### src/rtl/fixed_sdiv_arbiter.sv
// Round-robin front end for one shared, fully pipelined signed fixed-point divider.
// A tag pipeline travels alongside the divider and steers each quotient back to its requester.
module fixed_sdiv_arbiter #(
  parameter int N_REQ       = 4,
  parameter int DATA_WIDTH  = 32,
  parameter int FRAC_WIDTH  = 16,
  parameter int DIV_LATENCY = 26,
  parameter int ID_W        = $clog2(N_REQ)
) (
  input  logic                             sys_clk,
  input  logic                             sys_rst_n,
  input  logic [N_REQ-1:0]                 req_valid,
  output logic [N_REQ-1:0]                 req_ready,
  input  logic [N_REQ*DATA_WIDTH-1:0]      req_numer,
  input  logic [N_REQ*DATA_WIDTH-1:0]      req_denom,
  input  logic                             flush_req,
  output logic                             flush_done,
  output logic [DATA_WIDTH-1:0]            div_numer,
  output logic [DATA_WIDTH-1:0]            div_denom,
  output logic                             div_src_en,
  input  logic [DATA_WIDTH-1:0]            div_quotient,
  input  logic                             div_dst_en,
  output logic [N_REQ-1:0]                 rsp_valid,
  output logic [DATA_WIDTH-1:0]            rsp_data,
  output logic                             rsp_dz,
  output logic [$clog2(DIV_LATENCY+2)-1:0] inflight,
  output logic                             err_desync
);

  localparam int CNT_W = $clog2(DIV_LATENCY + 2);
  localparam logic [CNT_W-1:0]      MASK_INIT = CNT_W'(DIV_LATENCY + 1);
  localparam logic [DATA_WIDTH-1:0] SAT_POS   = {1'b0, {(DATA_WIDTH-1){1'b1}}};
  localparam logic [DATA_WIDTH-1:0] SAT_NEG   = {1'b1, {(DATA_WIDTH-1){1'b0}}};

  if (N_REQ < 2 || N_REQ > 8 || FRAC_WIDTH >= DATA_WIDTH) begin : g_param_err
    $error("fixed_sdiv_arbiter: unsupported parameter combination");
  end

  typedef enum logic [1:0] {ST_RUN, ST_DRAIN, ST_FLUSHED} state_t;

  typedef struct packed {
    logic            v;
    logic [ID_W-1:0] id;
    logic            dz;
    logic            sgn;
    logic            nz;
  } tag_t;

  state_t                state_q, state_d;
  logic [ID_W-1:0]       ptr_q, ptr_d;
  logic [CNT_W-1:0]      mask_cnt_q, mask_cnt_d;
  logic [CNT_W-1:0]      inflight_q, inflight_d;
  logic [DATA_WIDTH-1:0] div_numer_q, div_numer_d;
  logic [DATA_WIDTH-1:0] div_denom_q, div_denom_d;
  logic                  div_src_en_q, div_src_en_d;
  tag_t                  issue_tag_q, issue_tag_d;
  tag_t                  tag_pipe_q [DIV_LATENCY];
  tag_t                  tag_pipe_d [DIV_LATENCY];
  logic [N_REQ-1:0]      rsp_valid_q, rsp_valid_d;
  logic [DATA_WIDTH-1:0] rsp_data_q, rsp_data_d;
  logic                  rsp_dz_q, rsp_dz_d;
  logic                  flush_done_q, flush_done_d;
  logic                  err_desync_q, err_desync_d;

  logic [N_REQ-1:0]      grant;
  logic [ID_W-1:0]       grant_id, scan_id;
  logic                  xfer;
  logic [DATA_WIDTH-1:0] numer_sel, denom_sel;
  logic                  mask_done, deliver;
  tag_t                  tail;

  assign mask_done = (mask_cnt_q == '0);
  assign tail      = tag_pipe_q[DIV_LATENCY-1];
  assign deliver   = div_dst_en && tail.v && mask_done;

  // Grants are also withheld in the very cycle flush_req rises.
  always_comb begin
    grant    = '0;
    grant_id = ptr_q;
    scan_id  = '0;
    xfer     = 1'b0;
    if (state_q == ST_RUN && mask_done && !flush_req) begin
      for (int unsigned i = 1; i <= N_REQ; i++) begin
        scan_id = ID_W'((32'(ptr_q) + i) % N_REQ);
        if (!xfer && req_valid[scan_id]) begin
          xfer     = 1'b1;
          grant_id = scan_id;
        end
      end
    end
    if (xfer) grant[grant_id] = 1'b1;
  end

  assign numer_sel = req_numer[grant_id*DATA_WIDTH +: DATA_WIDTH];
  assign denom_sel = req_denom[grant_id*DATA_WIDTH +: DATA_WIDTH];

  always_comb begin
    ptr_d        = xfer ? grant_id : ptr_q;
    mask_cnt_d   = mask_done ? '0 : mask_cnt_q - 1'b1;
    div_numer_d  = xfer ? numer_sel : div_numer_q;
    div_denom_d  = xfer ? denom_sel : div_denom_q;
    div_src_en_d = xfer;

    issue_tag_d = '0;
    if (xfer) begin
      issue_tag_d.v   = 1'b1;
      issue_tag_d.id  = grant_id;
      issue_tag_d.dz  = (denom_sel == '0);
      issue_tag_d.sgn = numer_sel[DATA_WIDTH-1];
      issue_tag_d.nz  = |numer_sel;
    end

    // Extra issue register stage lines the tag tail up with div_dst_en.
    tag_pipe_d[0] = issue_tag_q;
    for (int unsigned i = 1; i < DIV_LATENCY; i++) tag_pipe_d[i] = tag_pipe_q[i-1];

    inflight_d   = inflight_q + CNT_W'(xfer) - CNT_W'(tail.v);
    err_desync_d = err_desync_q | (mask_done && (div_dst_en != tail.v));

    rsp_valid_d = '0;
    rsp_data_d  = '0;
    rsp_dz_d    = 1'b0;
    if (deliver) begin
      rsp_valid_d[tail.id] = 1'b1;
      rsp_dz_d             = tail.dz;
      if (tail.dz) rsp_data_d = tail.nz ? (tail.sgn ? SAT_NEG : SAT_POS) : '0;
      else         rsp_data_d = div_quotient;
    end

    state_d = state_q;
    unique case (state_q)
      ST_RUN:     if (flush_req) state_d = ST_DRAIN;
      ST_DRAIN:   if (!flush_req) state_d = ST_RUN;
                  else if (inflight_q == '0) state_d = ST_FLUSHED;
      ST_FLUSHED: if (!flush_req) state_d = ST_RUN;
      default:    state_d = ST_RUN;
    endcase
    flush_done_d = (state_d == ST_FLUSHED);
  end

  always_ff @(posedge sys_clk or negedge sys_rst_n) begin
    if (!sys_rst_n) begin
      state_q      <= ST_RUN;
      ptr_q        <= ID_W'(N_REQ - 1);
      mask_cnt_q   <= MASK_INIT;
      inflight_q   <= '0;
      div_numer_q  <= '0;
      div_denom_q  <= '0;
      div_src_en_q <= 1'b0;
      issue_tag_q  <= '0;
      for (int unsigned i = 0; i < DIV_LATENCY; i++) tag_pipe_q[i] <= '0;
      rsp_valid_q  <= '0;
      rsp_data_q   <= '0;
      rsp_dz_q     <= 1'b0;
      flush_done_q <= 1'b0;
      err_desync_q <= 1'b0;
    end else begin
      state_q      <= state_d;
      ptr_q        <= ptr_d;
      mask_cnt_q   <= mask_cnt_d;
      inflight_q   <= inflight_d;
      div_numer_q  <= div_numer_d;
      div_denom_q  <= div_denom_d;
      div_src_en_q <= div_src_en_d;
      issue_tag_q  <= issue_tag_d;
      for (int unsigned i = 0; i < DIV_LATENCY; i++) tag_pipe_q[i] <= tag_pipe_d[i];
      rsp_valid_q  <= rsp_valid_d;
      rsp_data_q   <= rsp_data_d;
      rsp_dz_q     <= rsp_dz_d;
      flush_done_q <= flush_done_d;
      err_desync_q <= err_desync_d;
    end
  end

  assign req_ready  = grant;
  assign div_numer  = div_numer_q;
  assign div_denom  = div_denom_q;
  assign div_src_en = div_src_en_q;
  assign rsp_valid  = rsp_valid_q;
  assign rsp_data   = rsp_data_q;
  assign rsp_dz     = rsp_dz_q;
  assign inflight   = inflight_q;
  assign flush_done = flush_done_q;
  assign err_desync = err_desync_q;

endmodule
### config.mk
export PLATFORM = sky130hd
export DESIGN_NAME = fixed_sdiv_arbiter
export DESIGN_NICKNAME = d
export VERILOG_FILES = /design/src/rtl/fixed_sdiv_arbiter.sv
export SDC_FILE = /design/constraint.sdc
export NUM_CORES = 1
export LEC_CHECK = 0
export ABC_AREA = 1
export BUFFER_PORTS_ARGS = -buffer_cell sky130_fd_sc_hd__buf_4
export CORE_MARGIN = 3
export CORE_UTILIZATION = 45
export CTS_CLUSTER_DIAMETER = 30
export DETAILED_ROUTE_END_ITERATION = 8
export GPL_ROUTABILITY_DRIVEN = 0
export HOLD_SLACK_MARGIN = 0.12
export PLACE_DENSITY = 0.83
export SETUP_SLACK_MARGIN = 0.1
export SLEW_MARGIN = 20
export SYNTH_ARGS = -nofsm -noshare
export SYNTH_HDL_FRONTEND = slang
export SYNTH_SLANG_ARGS = --single-unit
### constraint.sdc
create_clock -name sys_clk -period 3.15 [get_ports sys_clk]
set_input_delay 0.4725 -clock sys_clk [delete_from_list [all_inputs] [get_ports sys_clk]]
set_output_delay 0.4725 -clock sys_clk [all_outputs]
set_load 0.1 [all_outputs]
==> metrics.md, run 1 <==
| Metric | Value |
|---|---|
| RSZ-0062 raised after global routing | true |
| Relative slew slack | 49.08% |
| Critical Path Fanout Max | 11 |
| Clk Latency, worst-skew pair | 0.53 ns |
| Die Area | 27090 um^2 |
| Slew Viols, Final | 0 |
| Reg2reg path depth | 20 |
| Post-Syn Area | 11320 um^2 |
| Area Overhead vs Synth | 51.00% |
| Syn Nets | 1508 |
| Worst slew pin tran | 0.7635 ns |
| CP Capture Type | output pin |
| Fill count | 1781 |
| Initial antenna violation count | 5 |
| Final wirelength | 39710 um |
| Root buffer cell | clkbuf_16 |
| Largest net degree at the start of global routing | 97 |
| Starting DRT DRC Count | 763 |
| Maximum clock rate | 315.8 MHz |
| Unique cell type count in the Yosys netlist | 35 |
| Power density cells | 1250 nW/um^2 |
| HPWL after DPL | 27200 um |
| Status | finished, violations left |
| FF+latch area | 6989 um^2 |
| Arr. time, crit path | 2.69 ns |
| TritonCTS Sinks | 279 |
| Lkg Pwr | 8.988 nW |
| R2r startpoint | ptr_q[0]$_DFFE_PN1P_ |
| IO Pins | 409 |
| Sequential area share after synthesis | 61.74% |
| Mean Syn Cell Area | 9.417 um^2 |
| Reg clk slew, reported paths | 0.05 ns |
| First-pass iteration count of the detailed router | 6 |
| Number of global-route vias before repair | 10780 |
| H-tree lvl count | 2 |
| Setup CP Type | flip-flop to output pin |
| Antenna-violating nets left | 0 |
| Multi-input gate area | 3846 um^2 |
| Post-synthesis register bit count | 279 |
| Initial Util | 46.14% |
| Fin area | 17090 um^2 |
| Layout Nets | 1945 |
| GR Util met2 | 49.12% |
| Port bufs | 408 |
| Setup Skew | 0.01402 ns |
| Die width | 164.6 um |
| Final Hold Fails | 0 |
| Req. time, crit path | 2.68 ns |
| Async set-reset flop share out of synthesis | 100.0% |
| Critical Path Start Type | flip-flop |
| Maxcap violations | 0 |
| Syn Inst Count | 1202 |
| Slowest Stage Delay on Critical Path | 0.62 ns |
| Worst vdd ir | 0.8961 mV |
| CTS tree | done |
| Setup violators final | 1 |
| Die Y | 164.6 um |
| DR DRC count | 0 |
| Min cycle time layout | 3.167 ns |
| CP Capture Point | req_ready[3] |
| Final WS setup | -0.01670 ns |
| Vias per std cell | 5.271 |
| CP startpoint | ptr_q[0]$_DFFE_PN1P_ |
| TritonCTS buffer count | 50 |
| Failing checks | setup timing |
| # rows | 57 |
| Overall power | 21.37 mW |
| Synth warn | 0 |
| Grt met1 use | 30.26% |
| Critical-path cell list | inv_4, nand2_1, nand2_2, nand2_2, nand2_2, nor2_1, nand2_1, nand3_2, nand2_2, nand2_4, inv_4, buf_12, nor3_4, buf_12 |
| Layer with the highest usage | met2 |
| Hold Path Class | input pin to flip-flop |
| Share of cells above drive strength 1 | 36.49% |
| Gr ovfl total | 0 |
| Final period util | 100.5% |
| Reg2reg end | issue_tag_q[2]$_DFF_PN0_ |
| Clk buf depth | 3 |
| Main flop type after synthesis | dfrtp_1 |
| R2r setup slk | 0.10 ns |
| Core area | 24530 um^2 |
| First-pass GRT wire length | 57470 um |
| All-Layer GR Usage | 27.83% |
| CP max stage cell | dfstp_2 |
| Area post-placement | 14730 um^2 |
| Vias | 10590 |
| Routed length per instance | 19.77 um |
| GRT met3 Usage | 6.070% |
| EDFF count, synth | 0 |
| Most frequent CP cell | nand2_2 |
-- cell families after synthesis --
kind of cell / count (synthesis) / share of synthesized area [%]
AND/OR/NAND/NOR: 588 / 21.51
AO/OA/AOI/OAI: 171 / 9.020
adder cells (fa/ha/maj): 10 / 1.172
buffers and inverters: 150 / 6.245
flip-flops: 279 / 61.74
XOR/XNOR: 4 / 0.3096
-- critical path: cells and delay by family, from the launching register on --
family	cells	cell delay (ns)
buffers and inverters	4	0.49
flip-flops	1	0.62
AND/OR/NAND/NOR	10	1.05
-- synthesized netlist by cell type (2+ instances only) --
| master | number | area share [%] |
|---|---|---|
| nand2_1 | 296 | 9.8 |
| dfrtp_1 | 273 | 60 |
| nor2_1 | 139 | 4.6 |
| nand3_1 | 129 | 5.7 |
| inv_1 | 75 | 2.5 |
| o21ai_0 | 52 | 2.3 |
| o21ai_1 | 43 | 1.9 |
| a21oi_1 | 31 | 1.4 |
| buf_2 | 31 | 1.4 |
| a31oi_1 | 22 | 1.2 |
| clkbuf_1 | 19 | 0.63 |
| o211ai_2 | 15 | 1.7 |
| buf_6 | 10 | 0.99 |
| nor3_1 | 10 | 0.44 |
| ha_1 | 9 | 0.99 |
| dfstp_2 | 6 | 1.4 |
| inv_2 | 6 | 0.20 |
| nand2_2 | 6 | 0.33 |
| buf_4 | 5 | 0.33 |
| buf_1 | 3 | 0.099 |
| nand4_1 | 3 | 0.17 |
| a211oi_1 | 2 | 0.13 |
| nand3_2 | 2 | 0.18 |
| o21ai_2 | 2 | 0.15 |
| xnor2_1 | 2 | 0.15 |
| xor2_1 | 2 | 0.15 |
-- per-stage QoR --
stage	setup TNS (ns)	hold slack (ns)	setup slack (ns)	instances	util, %
after floorplan	-0.2492	0.1769	-0.1246	1202	-
after global placement	0	0.3317	0.05929	1884	60.00
after detailed placement	0	0.3347	0.01223	1884	60.05
after CTS	0	0.1498	0.09919	1991	68.62
after global routing	-0.4292	0.1700	-0.1671	2009	69.67
final	-0.01670	0.1717	-0.01670	2009	69.67
-- sequential cells by signal, indices dropped and copies added, names as in the netlist --
register	cells
tag_pipe_d	150
div_denom	32
div_numer	32
rsp_data	32
tag_pipe_q	6
inflight	5
issue_tag_q	5
mask_cnt_q	5
rsp_valid	4
ptr_q	2
state_q	2
div_src_en	1
err_desync	1
flush_done	1
rsp_dz	1
-- placed cells by master (no fill, tap or decap), types with 22 or more instances in the layout --
cell and n:
a21oi_1 31, inv_1 75, a31oi_1 22, clkbuf_16 53, nor2_1 134, nand2_1 280, nand3_1 124, buf_4 428
o21ai_1 44, dfrtp_1 273, o21ai_0 51
-- worst min path at each step --
stage / from / to / cells past startpoint
final: div_quotient[5] / rsp_data[5]$_DFF_PN0_ / 3
after detailed placement: tag_pipe_d[23]$_DFF_PN0_ / tag_pipe_d[17]$_DFF_PN0_ / 0
after global placement: tag_pipe_d[15]$_DFF_PN0_ / tag_pipe_d[9]$_DFF_PN0_ / 0
after floorplan: sys_rst_n / div_denom[0]$_DFFE_PN0P_ / 0
after CTS: div_quotient[5] / rsp_data[5]$_DFF_PN0_ / 3
after global routing: div_quotient[10] / rsp_data[10]$_DFF_PN0_ / 3
-- cell type report --
cell class              count  area share, %
diodes                      5        0.07320
clock buffers              58          7.796
multi-input cells         773          22.50
repair buffers            454          21.98
flip-flops and latches    279          40.89
clock inverters            35          2.503
well taps                 324          2.372
inverters                  81          1.881
-- per-layer routing --
layer	routed length [um]	part of all wire [%]	vias to the layer above
met3	3435	8.7	159
met5	0	0	-
met4	2798	7.0	0
li1	-	-	4782
met1	13600	34	5012
met2	19870	50	637
-- power by group --
| part | total, mW | leakage (nW) | switching, mW | internal [mW] |
|---|---|---|---|---|
| clock | 5.53 | 0.861 | 1.88 | 3.65 |
| combinational | 10.9 | 4.50 | 7.88 | 2.98 |
| sequential | 4.98 | 3.62 | 0.488 | 4.49 |
| total | 21.4 | 8.99 | 10.2 | 11.1 |
-- repair_timing --
item,4_1_cts,5_1_grt
setup buffers,9,11
cloned,4,2
pin swaps,11,17
hold endpoints to repair,90,0
hold buffers,1,0
endpoints found under the setup margin,5,5
resized for setup,31,34
(Power assumes the default switching activity.)
==> inputs of run 2 (changes only) <==
--- a/config.mk
+++ b/config.mk
@@ -7,12 +7,13 @@
 export LEC_CHECK = 0
 export ABC_AREA = 1
 export BUFFER_PORTS_ARGS = -buffer_cell sky130_fd_sc_hd__buf_4
+export CORE_ASPECT_RATIO = 0.5
 export CORE_MARGIN = 3
 export CORE_UTILIZATION = 45
 export CTS_CLUSTER_DIAMETER = 30
 export DETAILED_ROUTE_END_ITERATION = 8
 export GPL_ROUTABILITY_DRIVEN = 0
-export HOLD_SLACK_MARGIN = 0.12
+export HOLD_SLACK_MARGIN = 0.1
 export PLACE_DENSITY = 0.83
 export SETUP_SLACK_MARGIN = 0.1
 export SLEW_MARGIN = 20
==> run 2 against run 1 <==
- the run still ends with setup timing left
- largest cell class unchanged
- largest power group unchanged
- cell area decreased by 2.7%
- clock power decreased by 34%
- critical path depth decreased by 1
- total power decreased by 7.2%
- register-to-register slack got worse by 0.06 ns
- setup slack got worse by 0.018 ns
==> metrics.md, run 2 (synthesis results as in run 1) <==
| Metric | Value |
|---|---|
| H-tree lvl count | 1 |
| Core area | 24370 um^2 |
| Slew Viols, Final | 0 |
| Lkg Pwr | 8.742 nW |
| Reg clk slew, reported paths | 0.07 ns |
| Final wirelength | 38140 um |
| Relative slew slack | 47.12% |
| Hold Path Class | input pin to flip-flop |
| DR DRC count | 0 |
| Worst vdd ir | 0.9223 mV |
| Utilization after layout | 68.21% |
| Setup violators final | 3 |
| Worst slew pin tran | 0.7929 ns |
| Antenna-violating nets left | 0 |
| TritonCTS buffer count | 30 |
| Vias per std cell | 5.279 |
| Die Y | 118.2 um |
| Maximum clock rate | 314.0 MHz |
| First-pass iteration count of the detailed router | 6 |
| Starting DRT DRC Count | 972 |
| CP Capture Type | output pin |
| Number of global-route vias before repair | 10210 |
| Post-route insts no fill | 1993 |
| Power density cells | 1193 nW/um^2 |
| Leading cell types in the layout, fill and taps excluded | buf_4 (435), dfrtp_1 (273), nand2_1 (270), nor2_1 (132), nand3_1 (122) |
| Gr ovfl total | 0 |
| Min Hold Slack | 0.1506 ns |
| Commonest non-fill, non-tap cell in the layout | buf_4 |
| Maxcap violations | 0 |
| Arr. time, crit path | 2.71 ns |
| Fill count | 1775 |
| Vias | 10520 |
| Routed length per instance | 19.14 um |
| Initial Util | 46.44% |
| Largest net degree at the start of global routing | 83 |
| Share of cells above drive strength 1 | 37.14% |
| Clk Latency, worst-skew pair | 0.55 ns |
| HPWL after DPL | 25050 um |
| Setup CP Type | flip-flop to output pin |
| Initial antenna violation count | 1 |
| Final period util | 101.1% |
| Die Area | 27210 um^2 |
| Status | finished, violations left |
| Port bufs | 408 |
| Place WS | -0.03729 ns |
| First-pass GRT wire length | 56120 um |
| All-Layer GR Usage | 26.52% |
| DP Cell Count | 1901 |
| Critical Path Fanout Max | 8 |
| Clk buf depth | 3 |
| Min cycle time layout | 3.185 ns |
| Die width | 230.3 um |
| Max reg flops | 150 |
| Area Overhead vs Synth | 46.87% |
| Critical Path Start Type | flip-flop |
| Failing checks | setup timing |
| RSZ-0062 raised after global routing | true |
| TritonCTS Sinks | 279 |
| # rows | 40 |
| Setup Skew | 0.01654 ns |
| Root buffer cell | clkbuf_16 |
| Final WS setup | -0.03455 ns |
| CTS tree | done |
| Final Hold Fails | 0 |
| IO Pins | 409 |
| Setup TNS | -0.04690 ns |
| Layout Nets | 1938 |
| Req. time, crit path | 2.68 ns |
-- run 2: cell types whose count changed in the layout (fill, tap and decap cells not counted), moves of 4 or more --
cell,delta
o21ai_2,+7
inv_8,+4
nand2_1,-10
diode_2,-4
bufinv_16,-5
clkinv_4,-4
clkbuf_16,-20
nand2_2,+4
inv_6,-6
o21ai_1,-6
buf_4,+7
buf_6,+5
nand2_4,+4
-- run 2: repair_timing --
item                                   CTS  global route
pin swaps                               20            27
endpoints found under the hold margin   73             0
setup endpoints to repair                6             7
gates resized for setup                 48            59
hold buffers                             1             0
gates cloned                             5             3
buffers inserted                        27             1
-- run 2: worst max-delay path, stage by stage, from the launching register on --
cell	delay [ns]
dfstp_2	0.64
buf_12	0.16
nand2_1	0.08
nand2_4	0.11
nand2_2	0.06
nand2_2	0.10
nand2_2	0.08
nand2_4	0.10
nand4_4	0.12
nand2_8	0.13
inv_4	0.04
buf_12	0.13
nor3_4	0.19
buf_12	0.20
-- run 2: power breakdown --
| group | internal (mW) | total (mW) | leakage (nW) | switching (mW) |
|---|---|---|---|---|
| combinational | 3.19 | 11.2 | 4.60 | 8.02 |
| sequential | 4.49 | 4.99 | 3.62 | 0.500 |
| clock | 2.08 | 3.63 | 0.522 | 1.56 |
| total | 9.75 | 19.8 | 8.74 | 10.1 |
-- run 2: metrics by stage --
| stage | power (mW) | instance area (um^2) |
|---|---|---|
| global route | 20.73 | 16620 |
| floorplan | 12.13 | 11350 |
| finish | 19.83 | 16620 |
| global placement | 14.53 | 14740 |
| detailed placement | 14.66 | 14750 |
| CTS | 19.29 | 16370 |
-- run 2: final timing paths --
path | from | endpoint | slack (ns) | cells after the start
setup / recovery | ptr_q[0]$_DFFE_PN1P_ | req_ready[2] | -0.03 | 13
hold / removal | div_quotient[18] | rsp_data[18]$_DFF_PN0_ | 0.15 | 3
setup reg to reg | ptr_q[0]$_DFFE_PN1P_ | issue_tag_q[0]$_DFF_PN0_ | 0.04 | 21
hold reg to reg | tag_pipe_d[106]$_DFF_PN0_ | tag_pipe_d[100]$_DFF_PN0_ | 0.34 | 0
max in group asynchronous | sys_rst_n | rsp_data[22]$_DFF_PN0_ | 1.81 | 3
min in group asynchronous | sys_rst_n | tag_pipe_q[4]$_DFF_PN0_ | 0.51 | 2
-- run 2: metal layers --
metal / vias to the layer above / share of wire [%] / GRT usage (%)
li1: 4744 / - / -
met1: 5075 / 38 / 33.18
met2: 563 / 49 / 45.32
met3: 139 / 7.9 / 5.780
met4: 0 / 5.2 / 10.19
met5: - / 0 / 0
-- run 2: cell type report --
type | instances | area [um^2] | area share (%)
clock buffers | 34 | 807.0 | 4.854
flip-flops and latches | 279 | 6989 | 42.04
repair buffers | 466 | 3846 | 23.14
inverters | 81 | 314.1 | 1.889
diodes | 1 | 2.502 | 0.01505
well taps | 336 | 420.4 | 2.529
repair inverters | 1 | 7.507 | 0.04516
clock inverters | 22 | 250.2 | 1.505
multi-input cells | 773 | 3988 | 23.99
